`src/rtl/line_fill_unit.sv`:
```
// Cache line fill: fetches WORDS beats over a req/ack bus into LineOut and flags the critical word early.
// Build option: define CRITICAL_WORD_FIRST_EN to start the burst at the requested word instead of word 0.
module line_fill_unit #(
    parameter int WORD_W = 32,
    parameter int WORDS  = 8,
    parameter int ADDR_W = 32
) (
    input  logic                     clk,
    input  logic                     rst_n,
    input  logic                     FillReq,
    input  logic [ADDR_W-1:0]        FillAddr,
    output logic                     FillBusy,
    output logic                     MemReq,
    output logic [ADDR_W-1:0]        MemAddr,
    input  logic                     MemAck,
    input  logic [WORD_W-1:0]        MemData,
    output logic [WORD_W*WORDS-1:0]  LineOut,
    output logic [$clog2(WORDS)-1:0] LineOffset,
    output logic                     LineValid,
    output logic [WORD_W-1:0]        CritWord,
    output logic                     CritValid
);

    localparam int IDX_W     = $clog2(WORDS);
    localparam int BYTE_LSBS = $clog2(WORD_W / 8);
    localparam int LINE_LSB  = IDX_W + BYTE_LSBS;

    typedef enum logic [1:0] {IDLE, FETCH, DONE} fillStateT;

    fillStateT        state;
    logic [IDX_W:0]   beatCount;
    logic [IDX_W-1:0] startIdx;
    logic [IDX_W-1:0] beatIdx;
    logic             lastBeat;
    logic             unusedAddrBits;

    // The word index of the beat in flight lives in MemAddr itself, so it needs no shadow register.
    assign beatIdx        = MemAddr[LINE_LSB-1:BYTE_LSBS];
    assign lastBeat       = (beatCount == (IDX_W+1)'(WORDS - 1));
    assign unusedAddrBits = ^FillAddr[BYTE_LSBS-1:0];

`ifdef CRITICAL_WORD_FIRST_EN
    assign startIdx = FillAddr[LINE_LSB-1:BYTE_LSBS];
`else
    assign startIdx = '0;
`endif

    // NOTE: all state here is sequential, so every assignment is non-blocking; blocking ones would race with readers.
    always_ff @(posedge clk) begin
        if (!rst_n) begin
            state      <= IDLE;
            beatCount  <= '0;
            MemReq     <= 1'b0;
            MemAddr    <= '0;
            FillBusy   <= 1'b0;
            LineValid  <= 1'b0;
            CritValid  <= 1'b0;
            CritWord   <= '0;
            LineOffset <= '0;
            // NOTE: the line register is an ordinary flop bank, not a RAM, so it is cleared on reset to drop partial fills.
            LineOut    <= '0;
        end else begin
            LineValid <= 1'b0;
            CritValid <= 1'b0;
            unique case (state)
                IDLE: begin
                    if (FillReq) begin
                        MemAddr    <= {FillAddr[ADDR_W-1:LINE_LSB], startIdx, {BYTE_LSBS{1'b0}}};
                        LineOffset <= FillAddr[LINE_LSB-1:BYTE_LSBS];
                        beatCount  <= '0;
                        MemReq     <= 1'b1;
                        FillBusy   <= 1'b1;
                        state      <= FETCH;
                    end
                end
                FETCH: begin
                    if (MemAck) begin
                        LineOut[WORD_W*32'(beatIdx) +: WORD_W] <= MemData;
                        MemAddr[LINE_LSB-1:BYTE_LSBS]         <= beatIdx + IDX_W'(1);
                        beatCount                              <= beatCount + (IDX_W+1)'(1);
                        if (beatIdx == LineOffset) begin
                            CritWord  <= MemData;
                            CritValid <= 1'b1;
                        end
                        if (lastBeat) begin
                            MemReq    <= 1'b0;
                            LineValid <= 1'b1;
                            state     <= DONE;
                        end
                    end
                end
                DONE: begin
                    FillBusy <= 1'b0;
                    state    <= IDLE;
                end
                default: state <= IDLE;
            endcase
        end
    end

endmodule

```
`config.mk`:
```
export PLATFORM = sky130hd
export DESIGN_NAME = line_fill_unit
export DESIGN_NICKNAME = d
export VERILOG_FILES = /design/src/rtl/line_fill_unit.sv
export SDC_FILE = /design/constraint.sdc
export NUM_CORES = 1
export LEC_CHECK = 0
export BUFFER_PORTS_ARGS = -buffer_cell sky130_fd_sc_hd__buf_2
export CAP_MARGIN = 30
export CORE_MARGIN = 1.5
export CORE_UTILIZATION = 45
export CTS_CLUSTER_SIZE = 12
export DETAILED_ROUTE_END_ITERATION = 7
export PLACE_DENSITY_LB_ADDON = 0.3
export SYNTH_ARGS = -nofsm -noshare
export SYNTH_HDL_FRONTEND = slang
export SYNTH_SLANG_ARGS = --single-unit
```
`constraint.sdc`:
```
create_clock -name clk -period 3.35 [get_ports clk]
set_clock_uncertainty 0.2 [all_clocks]
set_input_delay 0 -clock clk [delete_from_list [all_inputs] [get_ports clk]]
set_output_delay 0 -clock clk [all_outputs]
set_load 0.005 [all_outputs]
```
==> run summary, run 1 <==
Post-layout net count: 1837
Die Wd: 172.6 µm
Internal power: 6.382 mW
Post-synth EDFFs: 0
Initial Utilization: 0.4610
Routed Antenna Nets: 0
Clk_lat worst skew: 0.50 ns
Tcrit/Tclk final: 0.8346
Max VDD drop: 0.0003978 V
Core Box Area: 28090 µm²
CP required: 3.53 ns
RSZ-0062 raised after global routing: no
Fin. Hold Viols: 0
Aggregate global-route resource usage: 0.2558
Port bufs: 390
Cts bufs inserted: 36
Worst-margin pin slew: 0.7359 ns
Worst setup SP type: flop
Part of the power in combinational logic: 0.067
Fill count: 2458
Post-route setup TNS: 0 ns
Initial DRC Count: 719
Worst Hold Class: in -> reg
Post-CTS setup buffers: 0
Clock Tree Root: clkbuf_16
Async SR Flop Fraction: 0
Part of the Yosys area used for sequential elements: 0.5117
MaxCap Viol Count: 0
Clock Tree Buf Depth: 3
Layout cells sized above 1: 0.2699
Io pins: 395
Sw Ratio: 0.2274
Wl on met1: 16820 µm
Grt total ovfl: 0
Rows: 61
DR WL met2: 18340 µm
Area Growth Syn to Fin: 30.80%
Max-slew violation total from the final report: 0
# DRC: 0
Syn_area_per_cell: 9.663 µm²
Die Span Y: 172.6 µm
Vias in the first global route: 10940
Relative slew slack: 0.4954
Routability cong.: 0.8252
Final wirelength: 39030 µm
Critical Path End Type: flop
Via/cell ratio: 5.025
Initial antenna violation count: 1
Ys flop type: dfxtp_1
CTS tree: yes
Post-Syn Instances: 1340
Top layer reached by signal wires: met4
Power Dens Cells: 487.7 nW/µm²
WL per Instance: 18.06 µm
Unique masters post-synth: 41
Worst-path clk slew: 0.06 ns
Clk pwr share: 0.443
Number of setup violations in the final report: 0
FF+latch count, synth: 331
Full die area: 29800 µm²
Syn. warnings: 0
Routed vias: 10859
First-pass GRT wire length: 60900 µm
WS Path Type: reg -> reg
CP max FO: 20
HPWL reported at the end of detailed placement: 26360 µm
P_leak: 7.662 nW
Net Sw Power: 1.879 mW
Max Freq: 357.7 MHz
CP arrival: 2.97 ns
Outcome: complete, no violations
Finished Core Util: 0.6030
Minimum clock period: 2.796 ns
Clk sinks: 331
Met3 WL post-DR: 2385 µm
Sequential share of power: 0.490
Post-CTS sizing: 0
Synthesized cell area: 12950 µm²
H-tree depth: 2
Drt first pass iters: 5
Pin count of the biggest net entering global routing: 87
## layout by cell type (no fill, tap or decap), types with 2 or more instances in the layout
cell type	instances
o31ai_1	3
nor3b_4	2
clkbuf_1	12
a211oi_1	2
mux2i_1	289
and4bb_2	3
conb_1	2
clkinvlp_4	2
and3b_2	2
dfxtp_1	331
and3_2	3
clkbuf_8	5
inv_1	8
xnor2_1	4
clkbuf_16	37
buf_4	18
o21ai_0	4
a21oi_1	6
and3_1	2
ha_1	8
nor2_1	5
nand3_1	5
buf_12	9
and2_1	31
or4_1	3
o21a_1	2
clkinv_2	3
nand2_1	478
buf_2	389
a22o_1	30
dlygate4sd3_1	67
## routing by layer
layer	up-vias	track usage
li1	5244	-
met1	5156	0.3188
met2	366	0.4294
met3	93	0.05629
met4	0	0.1023
met5	-	0
## kinds of logic after synthesis
| logic type | synth area share |
|---|---|
| AND/OR/NAND/NOR | 0.1755 |
| flip-flops | 0.5117 |
| multiplexers | 0.2234 |
| buffers and inverters | 0.04744 |
| AO/OA/AOI/OAI | 0.03121 |
| adder cells (fa/ha/maj) | 0.007731 |
| XOR/XNOR | 0.002705 |
| other | 0.0002896 |
## metrics by stage
step	total power [mW]	hold WS, ns	instance area [µm²]	instances	worst slack [ns]
2_1_floorplan	4.395	-0.07431	12950	1341	0.9594
3_3_place_gp	4.608	0.008634	15170	2033	0.9692
3_5_place_dp	4.623	0.01089	15190	2034	0.8634
4_1_cts	8.318	0.02155	16940	2160	0.5728
5_1_grt	8.544	0.02868	16940	2161	0.4550
6_report	8.261	0.03913	16940	2161	0.5540
## worst max-delay path: stages, from the launching register on
cell	delay [ns]
dfxtp_1	0.32
inv_1	0.06
ha_1	0.22
ha_1	0.38
nor4b_1	0.33
nand3_2	0.12
buf_4	0.29
mux2i_1	0.16
dlygate4sd3_1	0.58
## cells in the mapped netlist, drive strengths merged (3+ instances only)
cell | n | area share
o21ai | 4 | 0.0015
or4 | 3 | 0.0017
mux2i | 289 | 0.22
a21oi | 6 | 0.0023
and4bb | 3 | 0.0029
a22o | 30 | 0.020
buf | 40 | 0.027
o31ai | 3 | 0.0017
and3 | 5 | 0.0024
clkbuf | 63 | 0.018
nand3 | 6 | 0.0027
nor2 | 5 | 0.0014
inv | 8 | 0.0023
ha | 8 | 0.0077
xnor2 | 4 | 0.0027
dfxtp | 331 | 0.51
and2 | 31 | 0.015
nand2 | 478 | 0.14
and3b | 3 | 0.0021
## power by group through the flow
stage / logic [mW] / clock network [mW] / registers (mW)
final: 0.551 / 3.66 / 4.05
after global routing: 0.595 / 3.89 / 4.06
after CTS: 0.549 / 3.72 / 4.05
after detailed placement: 0.488 / 0 / 4.14
after global placement: 0.475 / 0 / 4.13
after floorplan: 0.255 / 0 / 4.14
## worst paths after layout
path                                               from                       end  slack (ns)  cells past startpoint
worst max-delay path            MemAddr[2]$_SDFFE_PN0P_  LineOut[31]$_SDFFE_PN0P_        0.55                      8
worst min-delay path                       FillAddr[18]  MemAddr[18]$_SDFFE_PN0P_        0.04                      3
worst max register to register  MemAddr[2]$_SDFFE_PN0P_  LineOut[31]$_SDFFE_PN0P_        0.55                      8
worst min register to register    FillBusy$_SDFFE_PN0P_     FillBusy$_SDFFE_PN0P_        0.25                      2
## area by class of cell
type	count	area, µm²	share of cell area
Multi-Input combinational cell	899	5761	0.3401
Clock inverter	5	30.03	0.001773
Timing Repair Buffer	485	2975	0.1757
Sequential cell	331	6626	0.3912
Clock buffer	54	1040	0.06139
Inverter	8	30.03	0.001773
Tap cell	378	473.0	0.02792
Antenna cell	1	2.502	0.0001477
## flip-flops by register name, indices dropped and copies added (netlist names)
| name | flops |
|---|---|
| MemReq | 1 |
| LineOut | 256 |
| FillBusy | 1 |
| CritValid | 1 |
| MemAddr | 30 |
| beatCount | 4 |
| state | 2 |
| CritWord | 32 |
| LineValid | 1 |
| LineOffset | 3 |
## repair_timing
item	in CTS	in global routing
hold endpoints to repair	328	0
endpoints found under the setup margin	0	0
hold buffers	67	0
Note: power is estimated with default switching activity, not from simulation.
==> inputs of run 2 (changes only) <==
- clock period: 3.35 -> 2.6 ns (I/O delays scaled with it)
==> run 2 against run 1 <==
Compared with the run above: critical path depth shrank 3; clock-buffer cell count up 3; total power increased by 29%; global-route usage increased by 0.063 points; non-clock buffer count up 15; design area increased by 0.81%; flip-flop and latch count stayed put; combinational power increased by 29%; worst setup slack got worse by 0.33 ns; clock power up 30%; cell count increased by 0.69%; largest cell class unchanged; largest power group unchanged.
==> run summary, run 2 (synthesized netlist as in run 1, its figures left out) <==
Cts bufs inserted: 36
Most frequent cells in the layout: nand2_1, buf_2, dfxtp_1
Fin. Hold Viols: 0
Post-CTS setup buffers: 0
Number of setup violations in the final report: 0
Clock Tree Root: clkbuf_16
Outcome: complete, no violations
Clk pwr share: 0.445
Top Registers: LineOut: 256 flops, CritWord: 32 flops, MemAddr: 30 flops
Vias in the first global route: 11031
RSZ-0062 raised after global routing: no
Net Sw Power: 2.403 mW
Relative slew slack: 0.2967
HPWL reported at the end of detailed placement: 27240 µm
Initial antenna violation count: 0
H-tree depth: 2
Drt first pass iters: 7
Placed inst area: 15280 µm²
Sw Ratio: 0.2248
Initial Utilization: 0.4610
Io pins: 395
Post-route setup TNS: 0 ns
# DRC: 0
Port bufs: 390
WS Path Type: reg -> reg
Max Freq: 421.3 MHz
CP arrival: 2.55 ns
R2R Path End: CritWord[31]$_SDFFE_PN0P_
Internal power: 8.288 mW
Clk sinks: 331
CP required: 2.78 ns
Area Growth Syn to Fin: 31.86%
Minimum clock period: 2.374 ns
Via/cell ratio: 5.082
Worst setup endpoint: CritWord[31]$_SDFFE_PN0P_
Routed Antenna Nets: 0
Initial DRC Count: 683
Worst-path clk slew: 0.06 ns
Max-slew violation total from the final report: 0
Die Span Y: 172.6 µm
Aggregate global-route resource usage: 0.2564
Rows: 61
Clock Tree Buf Depth: 3
Core Box Area: 28090 µm²
Worst-margin pin slew: 1.055 ns
Largest Register: LineOut
Design Area, Final: 17070 µm²
Full die area: 29800 µm²
Clk_lat worst skew: 0.50 ns
Die Wd: 172.6 µm
Routability cong.: 0.8355
Critical Path End Type: flop
Grt total ovfl: 0
Power Dens Cells: 626.2 nW/µm²
Worst setup SP type: flop
DP Cell Count: 2047
Worst Hold Class: in -> reg
Layout cells sized above 1: 0.2747
MaxCap Viol Count: 0
Routed vias: 11059
Tcrit/Tclk final: 0.9129
Sequential share of power: 0.488
Crit path from: state[0]$_SDFFE_PN0P_
Finished Core Util: 0.6079
Reg2Reg Launch Point: state[0]$_SDFFE_PN0P_
Post-layout net count: 1852
Reg2reg setup slack: 0.23 ns
CTS tree: yes
Max FFs per register: 256
Pin count of the biggest net entering global routing: 98
Finished Layout Cells: 2176
ANT cells: 0
Part of the power in combinational logic: 0.067
First-pass GRT wire length: 61510 µm
Final wirelength: 39470 µm
FF-to-FF path depth: 5
WL per Instance: 18.14 µm
Most common cell after layout, fill and taps aside: nand2_1
P_leak: 7.736 nW
Max VDD drop: 0.0004272 V
CP max FO: 30
## run 2: power groups by stage
stage | Combinational, mW | Sequential, mW | Clock [mW]
floorplan | 0.328 | 5.33 | 0
global placement | 0.617 | 5.32 | 0
detailed placement | 0.627 | 5.33 | 0
CTS | 0.708 | 5.22 | 4.84
global route | 0.767 | 5.23 | 5.07
finish | 0.712 | 5.22 | 4.76
## run 2: area by class of cell
type / instances / area, µm²
inverter: 8 / 30.03
multi-input combinational: 899 / 5763
fill: 2409 / 11010
timing repair buffer: 500 / 3089
clock buffer: 57 / 1071
clock inverter: 3 / 21.27
sequential: 331 / 6626
tap: 378 / 473.0
## run 2: how the worst min path moves through the flow
stage	start	to	cells past startpoint
after floorplan	FillAddr[2]	LineOffset[0]$_SDFFE_PN0P_	1
after global placement	FillAddr[15]	MemAddr[15]$_SDFFE_PN0P_	2
after detailed placement	FillAddr[30]	MemAddr[30]$_SDFFE_PN0P_	2
after CTS	FillAddr[14]	MemAddr[14]$_SDFFE_PN0P_	3
after global routing	FillAddr[30]	MemAddr[30]$_SDFFE_PN0P_	3
final	FillAddr[8]	MemAddr[8]$_SDFFE_PN0P_	3
## run 2: critical path, cell delays in order, from the launching register on
cell and delay, ns:
dfxtp_1 0.44, and3b_4 0.39, nand4_4 0.16, buf_6 0.29
mux2i_1 0.17, dlygate4sd3_1 0.58
## run 2: timing repair
| item | CTS | global route |
|---|---|---|
| endpoints found under the setup margin | 0 | 1 |
| resized for setup | 0 | 2 |
| hold buffers | 69 | 0 |
| endpoints found under the hold margin | 330 | 0 |
## run 2: stage by stage
stage                     hold WS [ns]  setup WS, ns  power, mW
after floorplan               -0.07431        0.2094      5.663
after global placement        0.008193        0.4207      5.941
final                          0.04978        0.2265      10.69
after detailed placement       0.01237        0.3454      5.954
after global routing           0.04612        0.1427      11.06
after CTS                      0.02366       0.06343      10.77
## run 2: per-layer routing
layer  global-route usage  part of all wire  vias to the layer above
li1                     -                 -                     5299
met1               0.3244              0.43                     5312
met2               0.4400              0.48                      387
met3              0.05365             0.062                       61
met4              0.07420             0.021                        0
met5                    0                 0                        -
